[src/rtl/muldiv_unit.sv]
// Iterative RV32M multiply/divide unit: radix-2 shift-add multiply, restoring divide.
// Define MULDIV_EARLY_OUT_EN to let divide-by-zero, signed overflow and zero-operand multiplies skip CALC.
module muldiv_unit #(
    parameter int unsigned DATA_WIDTH = 32
) (
    input  logic                  clk,
    input  logic                  rst_n,
    input  logic                  start,
    input  logic                  flush,
    input  logic [2:0]            MDctrl,
    input  logic [DATA_WIDTH-1:0] MDop1,
    input  logic [DATA_WIDTH-1:0] MDop2,
    output logic                  busy,
    output logic                  done,
    output logic [DATA_WIDTH-1:0] MDout
);

    localparam int unsigned W     = DATA_WIDTH;
    localparam int unsigned CNT_W = $clog2(W + 1);

    typedef enum logic [1:0] {IDLE = 2'd0, CALC = 2'd1, DONE = 2'd2} state_t;

    state_t           state_q, state_d;
    logic             launch_c, finish_c, step_c, early_c;
    logic [2:0]       op_q;
    logic             neg_a_q, neg_b_q, div0_q, ovf_q, mzero_q;
    logic [W-1:0]     a_q, b_q;
    logic [2*W-1:0]   p_q, p_next_c;
    logic [CNT_W-1:0] cnt_q;

    // Launch-time operand decode
    logic         is_div_c, signed_a_c, signed_b_c, neg_a_c, neg_b_c;
    logic         div0_c, ovf_c, mzero_c;
    logic [W-1:0] mag_a_c, mag_b_c;

    assign is_div_c   = MDctrl[2];
    assign signed_a_c = (MDctrl[2] & ~MDctrl[0]) | (~MDctrl[2] & (MDctrl[1] ^ MDctrl[0]));
    assign signed_b_c = (MDctrl[2] & ~MDctrl[0]) | (MDctrl == 3'b001);
    assign neg_a_c    = signed_a_c & MDop1[W-1];
    assign neg_b_c    = signed_b_c & MDop2[W-1];
    assign mag_a_c    = neg_a_c ? W'(-MDop1) : MDop1;
    assign mag_b_c    = neg_b_c ? W'(-MDop2) : MDop2;
    assign div0_c     = is_div_c & (MDop2 == '0);
    assign ovf_c      = MDctrl[2] & ~MDctrl[0] & (MDop1 == {1'b1, {(W-1){1'b0}}}) & (&MDop2);
    assign mzero_c    = ~is_div_c & ((MDop1 == '0) | (MDop2 == '0));

`ifdef MULDIV_EARLY_OUT_EN
    assign early_c = div0_c | ovf_c | mzero_c;
`else
    assign early_c = 1'b0;
`endif

    // Next-state and control strobes
    always_comb begin
        state_d  = state_q;
        launch_c = 1'b0;
        finish_c = 1'b0;
        if (flush) begin
            state_d = IDLE;
        end else begin
            case (state_q)
                IDLE: if (start) begin
                    launch_c = 1'b1;
                    state_d  = CALC;
                end
                CALC: if (cnt_q == '0) begin
                    finish_c = 1'b1;
                    state_d  = DONE;
                end
                DONE:    state_d = IDLE;
                default: state_d = IDLE;
            endcase
        end
    end

    assign step_c = (state_q == CALC) && (cnt_q != '0) && !flush;

    // One iteration: p_q holds {acc, multiplier} or {remainder, dividend/quotient}
    logic [W:0]   mul_sum_c, div_shift_c;
    logic         div_ge_c;
    logic [W-1:0] div_sub_c;

    always_comb begin
        mul_sum_c   = {1'b0, p_q[2*W-1:W]} + {1'b0, b_q & {W{p_q[0]}}};
        div_shift_c = {p_q[2*W-1:W], p_q[W-1]};
        div_ge_c    = div_shift_c >= {1'b0, b_q};
        div_sub_c   = div_shift_c[W-1:0] - b_q;
        if (op_q[2]) begin
            p_next_c = div_ge_c ? {div_sub_c, p_q[W-2:0], 1'b1}
                                : {div_shift_c[W-1:0], p_q[W-2:0], 1'b0};
        end else begin
            p_next_c = {mul_sum_c, p_q[W-1:1]};
        end
    end

    // Sign fix-up, result select and architected special cases
    logic [2*W-1:0] prod_c;
    logic [W-1:0]   quo_c, rem_c, result_c;

    always_comb begin
        prod_c = (neg_a_q ^ neg_b_q) ? (2*W)'(-p_q) : p_q;
        quo_c  = (neg_a_q ^ neg_b_q) ? W'(-p_q[W-1:0]) : p_q[W-1:0];
        rem_c  = neg_a_q ? W'(-p_q[2*W-1:W]) : p_q[2*W-1:W];
        case (op_q)
            3'b000:                 result_c = prod_c[W-1:0];
            3'b001, 3'b010, 3'b011: result_c = prod_c[2*W-1:W];
            3'b100, 3'b101:         result_c = quo_c;
            default:                result_c = rem_c;
        endcase
        if (div0_q)       result_c = op_q[1] ? a_q : '1;
        else if (ovf_q)   result_c = op_q[1] ? '0 : {1'b1, {(W-1){1'b0}}};
        else if (mzero_q) result_c = '0;
    end

    always_ff @(posedge clk or negedge rst_n) begin
        if (!rst_n) state_q <= IDLE;
        else        state_q <= state_d;
    end

    always_ff @(posedge clk or negedge rst_n) begin
        if (!rst_n) begin
            busy    <= 1'b0;
            done    <= 1'b0;
            MDout   <= '0;
            op_q    <= '0;
            neg_a_q <= 1'b0;
            neg_b_q <= 1'b0;
            div0_q  <= 1'b0;
            ovf_q   <= 1'b0;
            mzero_q <= 1'b0;
            a_q     <= '0;
            b_q     <= '0;
            p_q     <= '0;
            cnt_q   <= '0;
        end else begin
            busy <= (state_d != IDLE);
            done <= finish_c;
            if (finish_c) MDout <= result_c;
            if (launch_c) begin
                op_q    <= MDctrl;
                neg_a_q <= neg_a_c;
                neg_b_q <= neg_b_c;
                div0_q  <= div0_c;
                ovf_q   <= ovf_c;
                mzero_q <= mzero_c;
                a_q     <= MDop1;
                b_q     <= is_div_c ? mag_b_c : mag_a_c;
                p_q     <= {{W{1'b0}}, (is_div_c ? mag_a_c : mag_b_c)};
                cnt_q   <= early_c ? '0 : CNT_W'(W);
            end else if (step_c) begin
                p_q   <= p_next_c;
                cnt_q <= cnt_q - CNT_W'(1);
            end
        end
    end

endmodule

[config.mk]
export PLATFORM = sky130hd
export DESIGN_NAME = muldiv_unit
export DESIGN_NICKNAME = d
export VERILOG_FILES = /design/src/rtl/muldiv_unit.sv
export SDC_FILE = /design/constraint.sdc
export NUM_CORES = 1
export LEC_CHECK = 0
export CAP_MARGIN = 20
export CELL_PAD_IN_SITES_DETAIL_PLACEMENT = 2
export CELL_PAD_IN_SITES_GLOBAL_PLACEMENT = 2
export CORE_MARGIN = 2
export CORE_UTILIZATION = 32
export DETAILED_ROUTE_END_ITERATION = 8
export GPL_ROUTABILITY_DRIVEN = 0
export HOLD_SLACK_MARGIN = 0.08
export PLACE_DENSITY_LB_ADDON = 0.2
export SETUP_SLACK_MARGIN = 0.15
export SLEW_MARGIN = 20
export SYNTH_ARGS = -nofsm -noshare
export SYNTH_HDL_FRONTEND = slang
export SYNTH_SLANG_ARGS = --single-unit
[constraint.sdc]
create_clock -name clk -period 3.5 [get_ports clk]
set_clock_uncertainty 0.15 [all_clocks]
set_input_delay 0.525 -clock clk [delete_from_list [all_inputs] [get_ports clk]]
set_output_delay 0.525 -clock clk [all_outputs]
set_load 0.01 [all_outputs]
==> summary.md, run 1 <==
| Metric | Value |
|---|---|
| Antenna Violating Nets Remaining | 0 |
| First-pass GRT wire length | approximately 130 mm |
| # diodes | 0 |
| FF-to-FF End | p_q[46] |
| Largest net degree at the start of global routing | slightly above 80 |
| TritonCTS clock tree | done |
| Critical path endpoint category | flip-flop |
| Main flop type after synthesis | dfrtp_1 |
| Peak supply drop | about 0.58 mV |
| Area grow syn2layout | 35.58% |
| Unique masters post-synth | 77 |
| Routing usage on met1 | between 40% and 50% |
| Delay of the slowest critical-path stage | a little under 0.5 ns |
| Multi-input logic area | about 12000 um^2 |
| # H-tree levels | 4 |
| Vias | 19300 |
| Area post-placement | between 15000 and 20000 um^2 |
| Final min period | around 3.6 ns |
| TritonRoute pass-1 iters | 7 |
| Status | finished, violations left |
| Die width | ~230 um |
| FF/Latch Area | about 4500 um^2 |
| Fillers | 5616 |
| Synth top area share | a little over a quarter |
| CP Class | flip-flop to flip-flop |
| FMAX | approximately 280 MHz |
| Post-synthesis sequential area ratio | between 20% and 30% |
| DRC | 0 |
| Vias/cell | 6.077 |
| Initial core utilization | between 30% and 40% |
| Met2 GRT Util | 54.27% |
| Grt total ovfl | 0 |
| Synth Instances | approximately 2200 |
| Setup violators final | 7 |
| Max Cap Viol | 0 |
| Least-Margin Pin Slew | 1.168 ns |
| Clock Sinks | 178 |
| Hpwl dp | approximately 66 mm |
| Post-synth EDFFs | 0 |
| Post-Syn Area per Cell | approximately 7.5 um^2 |
| WP data arrival | 3.85 ns |
| Final cell area excluding filler cells | between 20000 and 25000 um^2 |
| Worst flop-to-flop path startpoint | p_q[31] |
| Cell Area, Synth | approximately 16000 um^2 |
| Iter 0 DRT Violations | approximately 1600 |
| Global route hottest layer | met2 |
| RSZ-0062 raised after global routing | yes |
| Worst reg-to-reg path cell count | 14 |
| Post-Layout Cell Count | ~3200 |
| Largest area contributor in the netlist | dfrtp_1 |
| WP buf/inv | 3 |
| Top cells by area, synth | dfrtp_1 27%, o21ai_0 7.0%, nand2_1 6.9%, xnor2_1 6.1%, ha_1 5.5% |
| Initial antenna violation count | 1 |
| Tot Pwr | between 20 and 25 mW |
| Die ar. | 52710 um^2 |
| FP Rows | slightly above 80 |
| GR Util All Layers | around 33% |
| Register clock-pin slew on the reported worst setup and hold paths | 0.09 ns |
| IO Port Bufs | about 100 |
| Critical-path cell list | inv_1 > ha_1 > inv_1 > fa_2 > a211oi_2 > o21ai_0 > a211o_1 > nand2_1 > buf_4 > o21ai_0 > xor2_1 > mux2i_1 > nand2_1 > a32o_1 |
| Synthesized flop and latch total | ~180 |
| Final Util | between 40% and 50% |
| DR WL/cell | ~30 um |
| PD cells | between 1000 and 1500 nW/um^2 |
| Final worst slack | -0.09105 ns |
| Slew Limit Fails | 0 |
| Placeable core area | 50170 um^2 |
| Final WL | about 94 mm |
| Critical-path top delay cell | dfrtp_1 |
| Commonest cells after routing, fill and taps aside | 320 x buf_4, 296 x nand2_1, 207 x o21ai_0 |
| Final worst path period share | 102.6% |
| Hold Crit Start | a_q[15] |
| Clk Tree Root Cell | clkbuf_16 |
| Worst Hold End | a_q[15] |
| Syn_nets | 2326 |
| Die H | roughly 230 um |
| WHS Path Cells | 2 |
| Commonest non-fill, non-tap cell in the layout | buf_4 |
| Synth Warn # | 0 |
| Leakage | ~9.3 nW |
| Number of global-route vias before repair | between 20000 and 25000 |
| Fin nets | between 2000 and 3000 |
| Clock latency at the later pin of the worst-skew pair | approximately 0.52 ns |
| Post-synth ARST share | 100.0% |
| Worst path required time | roughly 3.8 ns |
| GR met3 Demand/Resource | 4.669% |
| Min-delay worst type | flip-flop to flip-flop |
| Slew HR | between 20% and 30% |
| Dpl ws | -0.2798 ns |
| Placed insts | between 3000 and 4000 |
| Max Buffers Root-to-Sink | 2 |
| TritonCTS buffer count | 17 |
| Critical-path maximum fanout | 3 |
| Failing checks | setup timing |
| Final Hold Viols | 0 |
| Delay-heaviest family, CP | compound AO/OA/AOI/OAI gates |
| Ports | 105 |
| Reg2Reg Setup Slack | -0.09 ns |
| Share of cells above drive strength 1 | a little under a quarter |
| Nature of the critical path startpoint | flip-flop |
## state kept, by name, indices dropped and copies added, names as in the netlist, 2 cells and up
name / flops
MDout: 32
b_q: 32
p_q: 64
a_q: 32
state_q: 2
cnt_q: 6
op_q: 3
## power by group
| group | leakage [nW] | internal (mW) | switching, mW |
|---|---|---|---|
| Combinational | 6.73 | 6.85 | 9.93 |
| Clock | 0.309 | 1.15 | 1.05 |
| Sequential | 2.25 | 2.81 | 0.904 |
| Total | 9.29 | 10.8 | 11.9 |
## cells by family (layout without fill, tap and decap cells)
kind of cell               Yosys count  after routing  share of synthesized area, %
and+or+nand+nor                    751            751                         21.15
DFF                                178            178                         27.35
buffers and inverters              238            561                         5.663
muxes                               52             52                         3.212
xor gates and xnor gates           201            201                         10.81
AOI/OAI and AO/OA                  687            687                         26.04
adders and majority gates           74             74                         5.778
## synthesized netlist by cell type, types with 4 or more instances
cell type,n
nand2_1,300
nor2b_1,8
o211a_1,4
o21ai_1,5
nand2b_1,16
nor4_1,19
o21bai_1,9
xor2_1,88
and3_1,10
inv_1,74
xnor2_1,113
dfrtp_1,178
o211ai_1,59
nor3_1,50
buf_1,15
a211o_1,4
a31oi_1,17
or3_1,26
or4_1,17
o41ai_1,13
clkbuf_1,138
o31ai_1,27
o21a_1,9
nand4_1,26
a21oi_1,178
nor2_1,203
o221ai_1,20
a22oi_1,5
o22ai_1,16
or2_2,13
a221oi_1,13
mux2i_1,50
nand3_1,35
o21ai_0,228
ha_1,72
buf_2,8
a211oi_1,19
a21o_1,26
a222oi_1,8
## metrics by stage
stage	hold WS (ns)	setup TNS, ns
final	0.3237	-0.3152
after global routing	0.3620	-1.338
after CTS	0.3297	0
after detailed placement	0.3112	-2.518
after global placement	0.3047	-0.8524
after floorplan	0.07941	0
## layer usage
metal	up-vias	wire, um
li1	8409	-
met3	235	4965
met5	-	18
met4	2	4552
met1	9981	39450
met2	673	44940
## final cells by class
| type | instances | share of cell area, % |
|---|---|---|
| well taps | 672 | 3.808 |
| clock inverters | 15 | 0.8897 |
| inverters | 74 | 1.269 |
| flip-flops and latches | 178 | 20.20 |
| clock buffers | 17 | 1.927 |
| multi-input cells | 1765 | 54.14 |
| repair buffers | 455 | 17.76 |
## tightest hold or removal path, cell delays in order, from the launching register on
cell     delay [ns]
dfrtp_1        0.34
nand2_1        0.05
nand2_1        0.05
## how the worst max path moves through the flow
stage,startpoint,depth (start not counted),end,slack [ns]
after detailed placement,p_q[0],14,p_q[62],-0.28
final,p_q[31],14,p_q[46],-0.09
after CTS,p_q[0],14,p_q[62],0.07
after floorplan,p_q[0],13,p_q[62],0.16
after global placement,p_q[0],14,p_q[61],-0.17
after global routing,p_q[31],14,p_q[62],-0.21
## repair_timing
item                                    CTS  global route
endpoints found under the setup margin   41            51
pin swaps                                56            74
resized for setup                       103           144
hold endpoints to repair                 47             0
setup buffers                            33            32
hold buffers                              1             0
cloned                                    1             0
Power figures use the tool's default switching activity.
==> run 2: changes to the inputs <==
- GPL_TIMING_DRIVEN: unset -> 0
- RECOVER_POWER: unset -> 100
==> run 2 against run 1 <==
Compared with the run above: the run still ends with setup timing left; sequential power up 1%; maximum frequency up 2.0%; combinational power down 14%; largest power group unchanged.
==> summary.md, run 2 (synthesized netlist as in run 1, its figures left out) <==
| Metric | Value |
|---|---|
| TritonCTS clock tree | done |
| PD cells | 979.6 nW/um^2 (-4.6%) |
| FMAX | 284.2 MHz (+2.0%) |
| Placed insts | 2960 (-3.8%) |
| Comb power frac | 71.2% (-2.8 points) |
| Vias | 18670 (-3.3%) |
| Net Switching | 10.94 mW (-7.9%) |
| Max Cap Viol | 0 (unchanged) |
| Worst path required time | 3.73 ns (-0.03 ns) |
| Final worst path period share | 100.5% (-2.1 points) |
| Critical path endpoint category | flip-flop |
| DR WL/cell | 28.72 um (-2.9%) |
| IO Port Bufs | 104 (unchanged) |
| Cell-internal power | 9.315 mW (-14%) |
| Fin Setup TNS | -0.02353 ns (+0.2917 ns) |
| Ports | 105 (unchanged) |
| Placeable core area | 50170 um^2 (unchanged) |
| Clock Sinks | 178 (unchanged) |
| Largest register by flop count | p_q |
| WP data arrival | 3.75 ns (-0.10 ns) |
| Commonest non-fill, non-tap cell in the layout | nand2_1 |
| Failing checks | setup timing |
| Iter 0 DRT Violations | 1374 (-13%) |
| Seq pwr share | 18.5% (+2.1 points) |
| Register clock-pin slew on the reported worst setup and hold paths | 0.08 ns (about the same) |
| # H-tree levels | 4 (unchanged) |
| Clock network fraction of total power | 10.2% (+0.5 points) |
| Nature of the critical path startpoint | flip-flop |
| FP Rows | 82 (unchanged) |
| TritonCTS buffer count | 17 (unchanged) |
| Commonest cells after routing, fill and taps aside | 292 x nand2_1, 209 x o21ai_0, 192 x nor2_1 |
| Min-delay worst type | flip-flop to flip-flop |
| Vias/cell | 6.071 (about the same) |
| Area grow syn2layout | 26.98% |
| Largest net degree at the start of global routing | 82 (+1.2%) |
| RSZ-0062 raised after global routing | yes |
| Critical-path maximum fanout | 6 (+3) |
| Max reg flops | 64 (unchanged) |
| CP Class | flip-flop to flip-flop |
| Clk Tree Root Cell | clkbuf_16 |
| Die ar. | 52710 um^2 (unchanged) |
| Status | finished, violations left |
| Number of global-route vias before repair | 19810 (-1.7%) |
| Final WL | 88.31 mm (-6.0%) |
| Least-Margin Pin Slew | 1.315 ns (+0.1473 ns) |
| Tot Pwr | 20.26 mW (-11%) |
| Post-Layout Cell Count | 3075 (-3.2%) |
| Clock latency at the later pin of the worst-skew pair | 0.51 ns (about the same) |
| Peak supply drop | 0.4327 mV (-25%) |
| Die H | 229.6 um (unchanged) |
| Slew HR | 12.33% (-9.2 points) |
| Fin nets | 2534 (-3.9%) |
| TritonRoute pass-1 iters | 7 (unchanged) |
| Final Hold Viols | 0 (unchanged) |
| Sw frac | 54.01% (+1.6 points) |
| First-pass GRT wire length | 128.7 mm (-0.73%) |
| Initial antenna violation count | 1 (unchanged) |
| Leakage | 8.405 nW (-9.5%) |
| Max Buffers Root-to-Sink | 2 (unchanged) |
| Share of cells above drive strength 1 | 15.24% (-7.4 points) |
| Final min period | 3.519 ns (-0.07204 ns) |
| Grt total ovfl | 0 (unchanged) |
| Die width | 229.6 um (unchanged) |
| GR Util All Layers | 32.61% (about the same) |
| Reg2Reg Setup Slack | -0.02 ns (+0.07 ns) |
| Final worst slack | -0.01901 ns (+0.07204 ns) |
| Antenna Violating Nets Remaining | 0 (unchanged) |
| DRC | 0 (unchanged) |
| Setup violators final | 2 (-5) |
| Hpwl dp | 67.55 mm (+2.2%) |
| Slew Limit Fails | 0 (unchanged) |
| Initial core utilization | 32.46% (unchanged) |
[run 2: cell count changes in the layout (fill, tap and decap cells not counted), moves of 9 or more]
cell and delta:
buf_1 +13, buf_12 -9, buf_4 -241, clkbuf_1 +102
clkbuf_2 +22, clkdlybuf4s50_1 -38, dfrtp_1 -11, dfrtp_2 +12
dlygate4sd3_1 +38, inv_1 -11
[run 2: worst paths after layout]
path                       startpoint   endpoint  depth (start not counted)
hold / removal                 b_q[2]     b_q[2]                          2
setup reg to reg               p_q[0]    p_q[61]                         15
setup / recovery               p_q[0]    p_q[61]                         15
hold reg to reg                b_q[2]     b_q[2]                          2
min in group asynchronous       rst_n  MDout[26]                          2
max in group asynchronous       rst_n    p_q[32]                          3
[run 2: worst max-delay path, cell delays in order, from the launching register on]
cell and delay [ns]:
dfrtp_2 0.47, and2_4 0.19, ha_4 0.13, inv_2 0.04
fa_2 0.34, nand2b_4 0.17, a211oi_4 0.25, o211ai_1 0.15
buf_4 0.17, o211a_4 0.30, buf_12 0.15, o311ai_4 0.24
nand2_1 0.11, xor2_1 0.19, nor2_1 0.08, a221o_1 0.28
[run 2: repair_timing]
action	CTS	global route
endpoints found under the hold margin	102	0
setup endpoints to repair	70	83
setup buffers	45	35
gates cloned	0	1
hold buffers	1	0
gates resized for setup	173	182
pin swaps	59	53
[run 2: routing by layer]
layer  wire length [um]  up-vias  GRT usage, %  part of all wire (%)
li1                   -     8218             -                     -
met1              37390     9496         42.55                    42
met2              40650      726         52.36                    46
met3               5558      227         5.889                   6.3
met4               4691        2         14.85                   5.3
met5                 13        -             0                 0.015
[run 2: cell type report]
| cell class | count | area (um^2) |
|---|---|---|
| clock inverter | 14 | 147.6 |
| multi-input combinational | 1765 | 11940 |
| sequential | 178 | 4472 |
| buffer | 164 | 823.3 |
| antenna | 1 | 2.502 |
| timing repair buffer | 189 | 1728 |
| fill | 5658 | 29490 |
| clock buffer | 18 | 439.2 |
| tap | 672 | 840.8 |
| inverter | 74 | 290.3 |
[run 2: power groups by stage]
stage          sequential, mW  clock [mW]  combinational [mW]
3_3_place_gp             3.72           0                11.2
5_1_grt                  3.83        2.15                15.3
6_report                 3.75        2.07                14.4
2_1_floorplan            3.40           0                7.62
3_5_place_dp             3.77           0                11.6
4_1_cts                  3.72        2.09                12.9
[run 2: metrics by stage]
| stage | setup WS (ns) | util (%) | area [um^2] | hold WS [ns] |
|---|---|---|---|---|
| after floorplan | 0.1570 | - | 16290 | 0.07941 |
| after global placement | -6.219 | 36.23 | 18170 | 0.3104 |
| after detailed placement | -1.024 | 36.37 | 18250 | 0.2355 |
| after CTS | 0.002069 | 39.58 | 19860 | 0.2767 |
| after global routing | -0.1437 | 41.21 | 20680 | 0.3688 |
| final | -0.01901 | 41.22 | 20680 | 0.3366 |
==> run 3: changes to the inputs <==
- CORE_MARGIN: 2 -> unset
==> run 3 against run 2 <==
Compared with the run above: the run still ends with setup timing left; non-clock buffer count up 8; wire length increased by 0.87%; sequential power is essentially flat; cell count increased by 0.23%; design area increased by 0.44%; power grew 1.5%.
==> summary.md, run 3 (synthesized netlist as in run 1, its figures left out) <==
| Metric | Value |
|---|---|
| Status | finished, violations left |
| Failing checks | setup timing |
| Final min period | 3.516 ns (-0.003375 ns) |
| Die width | 227.6 um (-0.87%) |
| Reg2Reg Setup Slack | -0.02 ns (about the same) |
| TritonCTS clock tree | done |
| TritonRoute pass-1 iters | 6 (-1) |
| First-pass GRT wire length | 127.9 mm (-0.63%) |
| Global route hottest layer | met2 |
| Final worst slack | -0.01563 ns (+0.003375 ns) |
| Nature of the critical path startpoint | flip-flop |
| Share of cells above drive strength 1 | 15.35% (+0.12 points) |
| Min-delay worst type | input port to async pin |
| Max Cap Viol | 0 (unchanged) |
| Dpl ws | -1.054 ns (-0.03014 ns) |
| Sw frac | 53.70% (-0.31 points) |
| DR WL/cell | 28.90 um (+0.65%) |
| Clock latency at the later pin of the worst-skew pair | 0.51 ns (about the same) |
| Vias | 18720 (+0.29%) |
| # H-tree levels | 4 (unchanged) |
| Critical-path maximum fanout | 6 (unchanged) |
| Clock network fraction of total power | 10.1% (about the same) |
| Worst path required time | 3.75 ns (+0.02 ns) |
| Critical-path cell list | clkinv_4 > clkbuf_16 > nor2_4 > ha_4 > a211oi_4 > o21ai_2 > a211oi_2 > buf_4 > o22ai_4 > a311o_1 > a221oi_4 > o211ai_1 > a221o_1 > o211a_1 |
| GR met3 Demand/Resource | 5.227% (-0.66 points) |
| Clock Sinks | 178 (unchanged) |
| IO Port Bufs | 104 (unchanged) |
| Register clock-pin slew on the reported worst setup and hold paths | 0.09 ns (about the same) |
| WP data arrival | 3.77 ns (+0.02 ns) |
| Grt total ovfl | 0 (unchanged) |
| FMAX | 284.4 MHz (about the same) |
| Clk Tree Root Cell | clkbuf_16 |
| Comb power frac | 71.7% (+0.5 points) |
| Delay of the slowest critical-path stage | 0.44 ns (-0.03 ns) |
| Commonest cells after routing, fill and taps aside | 293 x nand2_1, 207 x o21ai_0, 185 x nor2_1 |
| Least-Margin Pin Slew | 1.381 ns (+0.06577 ns) |
| Setup violators final | 1 (-1) |
| Fin Setup TNS | -0.01563 ns (+0.007897 ns) |
| Worst reg-to-reg path cell count | 14 (-1) |
| # diodes | 0 (-1) |
| Max reg flops | 64 (unchanged) |
| Peak supply drop | 0.4003 mV (-7.5%) |
| FF-to-FF End | p_q[62] |
| Initial core utilization | 32.46% (unchanged) |
| Hpwl dp | 67.31 mm (-0.35%) |
| Met2 GRT Util | 55.19% (+2.8 points) |
| WP buf/inv | 3 (unchanged) |
| Slew Limit Fails | 0 (unchanged) |
| Final worst path period share | 100.4% (about the same) |
| Final WL | 89.08 mm (+0.87%) |
| Vias/cell | 6.075 (about the same) |
| Slew HR | 7.948% (-4.4 points) |
| Critical-path top delay cell | dfrtp_2 |
| Net Switching | 11.04 mW (+0.93%) |
| Number of global-route vias before repair | 19550 (-1.3%) |
| Die ar. | 51790 um^2 (-1.7%) |
| Final Hold Viols | 0 (unchanged) |
| Largest net degree at the start of global routing | 89 (+8.5%) |
| Area grow syn2layout | 27.54% |
| Worst flop-to-flop path startpoint | p_q[0] |
| FP Rows | 82 (unchanged) |
| Placeable core area | 50170 um^2 (unchanged) |
| RSZ-0062 raised after global routing | yes |
| WHS | 0.2956 ns (-0.04101 ns) |
| Critical path endpoint category | flip-flop |
| PD cells | 990.1 nW/um^2 (+1.1%) |
| Initial antenna violation count | 1 (unchanged) |
| Cell-internal power | 9.521 mW (+2.2%) |
| Commonest non-fill, non-tap cell in the layout | nand2_1 |
| Ports | 105 (unchanged) |
| Largest register by flop count | p_q |
| Leakage | 8.410 nW (about the same) |
| Delay-heaviest family, CP | compound AO/OA/AOI/OAI gates |
| Fin nets | 2542 (+0.32%) |
| Iter 0 DRT Violations | 1313 (-4.4%) |
| GR Util All Layers | 33.81% (+1.2 points) |
| TritonCTS buffer count | 17 (unchanged) |
| Die H | 227.6 um (-0.87%) |
| CP Class | flip-flop to flip-flop |
| Max Buffers Root-to-Sink | 2 (unchanged) |
| DRC | 0 (unchanged) |
| Routing usage on met1 | 44.49% (+1.9 points) |
| Antenna Violating Nets Remaining | 0 (unchanged) |
| Seq pwr share | 18.2% (-0.3 points) |
-- run 3: cell count changes in the layout (fill, tap and decap cells not counted), moves of 5 or more --
cell | previous run | this run
nor2_2 | 9 | 15
a21oi_1 | 162 | 167
nor2_1 | 192 | 185
a21oi_2 | 14 | 8
buf_6 | 11 | 17
-- run 3: power by group through the flow --
stage | registers, mW | clock network, mW | logic, mW
after floorplan | 3.40 | 0 | 7.62
after global placement | 3.73 | 0 | 11.2
after detailed placement | 3.78 | 0 | 11.6
after CTS | 3.72 | 2.07 | 12.9
after global routing | 3.81 | 2.15 | 15.6
final | 3.75 | 2.07 | 14.7
-- run 3: layer usage --
metal	up-vias	part of all wire, %
li1	8236	-
met1	9637	42
met2	673	47
met3	178	6.2
met4	0	4.6
met5	-	0
-- run 3: metrics by stage --
| stage | instance area [um^2] | power (mW) | std cells | util [%] |
|---|---|---|---|---|
| floorplan | 16290 | 11.02 | 2181 | - |
| global placement | 18170 | 14.92 | 2957 | 36.23 |
| detailed placement | 18250 | 15.42 | 2960 | 36.37 |
| CTS | 19810 | 18.71 | 3042 | 39.49 |
| global route | 20770 | 21.54 | 3082 | 41.40 |
| finish | 20770 | 20.56 | 3082 | 41.40 |
-- run 3: timing repair --
item                                    CTS  global route
pin swaps                                51            73
endpoints found under the setup margin   67            70
endpoints found under the hold margin   178             0
buffers inserted                         48            40
hold buffers                              1             0
cloned                                    1             0
resized for setup                       162           213
-- run 3: how the worst max path moves through the flow --
stage | from | end | slack [ns] | cells after the start
after floorplan | p_q[0] | p_q[62] | 0.16 | 13
after global placement | rst_n | b_q[18] | -6.30 | 1
after detailed placement | b_q[16] | p_q[37] | -1.05 | 13
after CTS | p_q[31] | p_q[62] | 0.03 | 13
after global routing | p_q[0] | p_q[60] | -0.1 | 15
final | p_q[0] | p_q[62] | -0.02 | 14
-- run 3: area by class of cell --
type	count	area, um^2
fillers	5682	29400
well taps	672	840.8
clock inverters	11	115.1
repair buffers	197	1807
multi-input cells	1765	11920
plain buffers	164	844.6
flip-flops and latches	178	4476
inverters	74	291.5
clock buffers	21	470.5
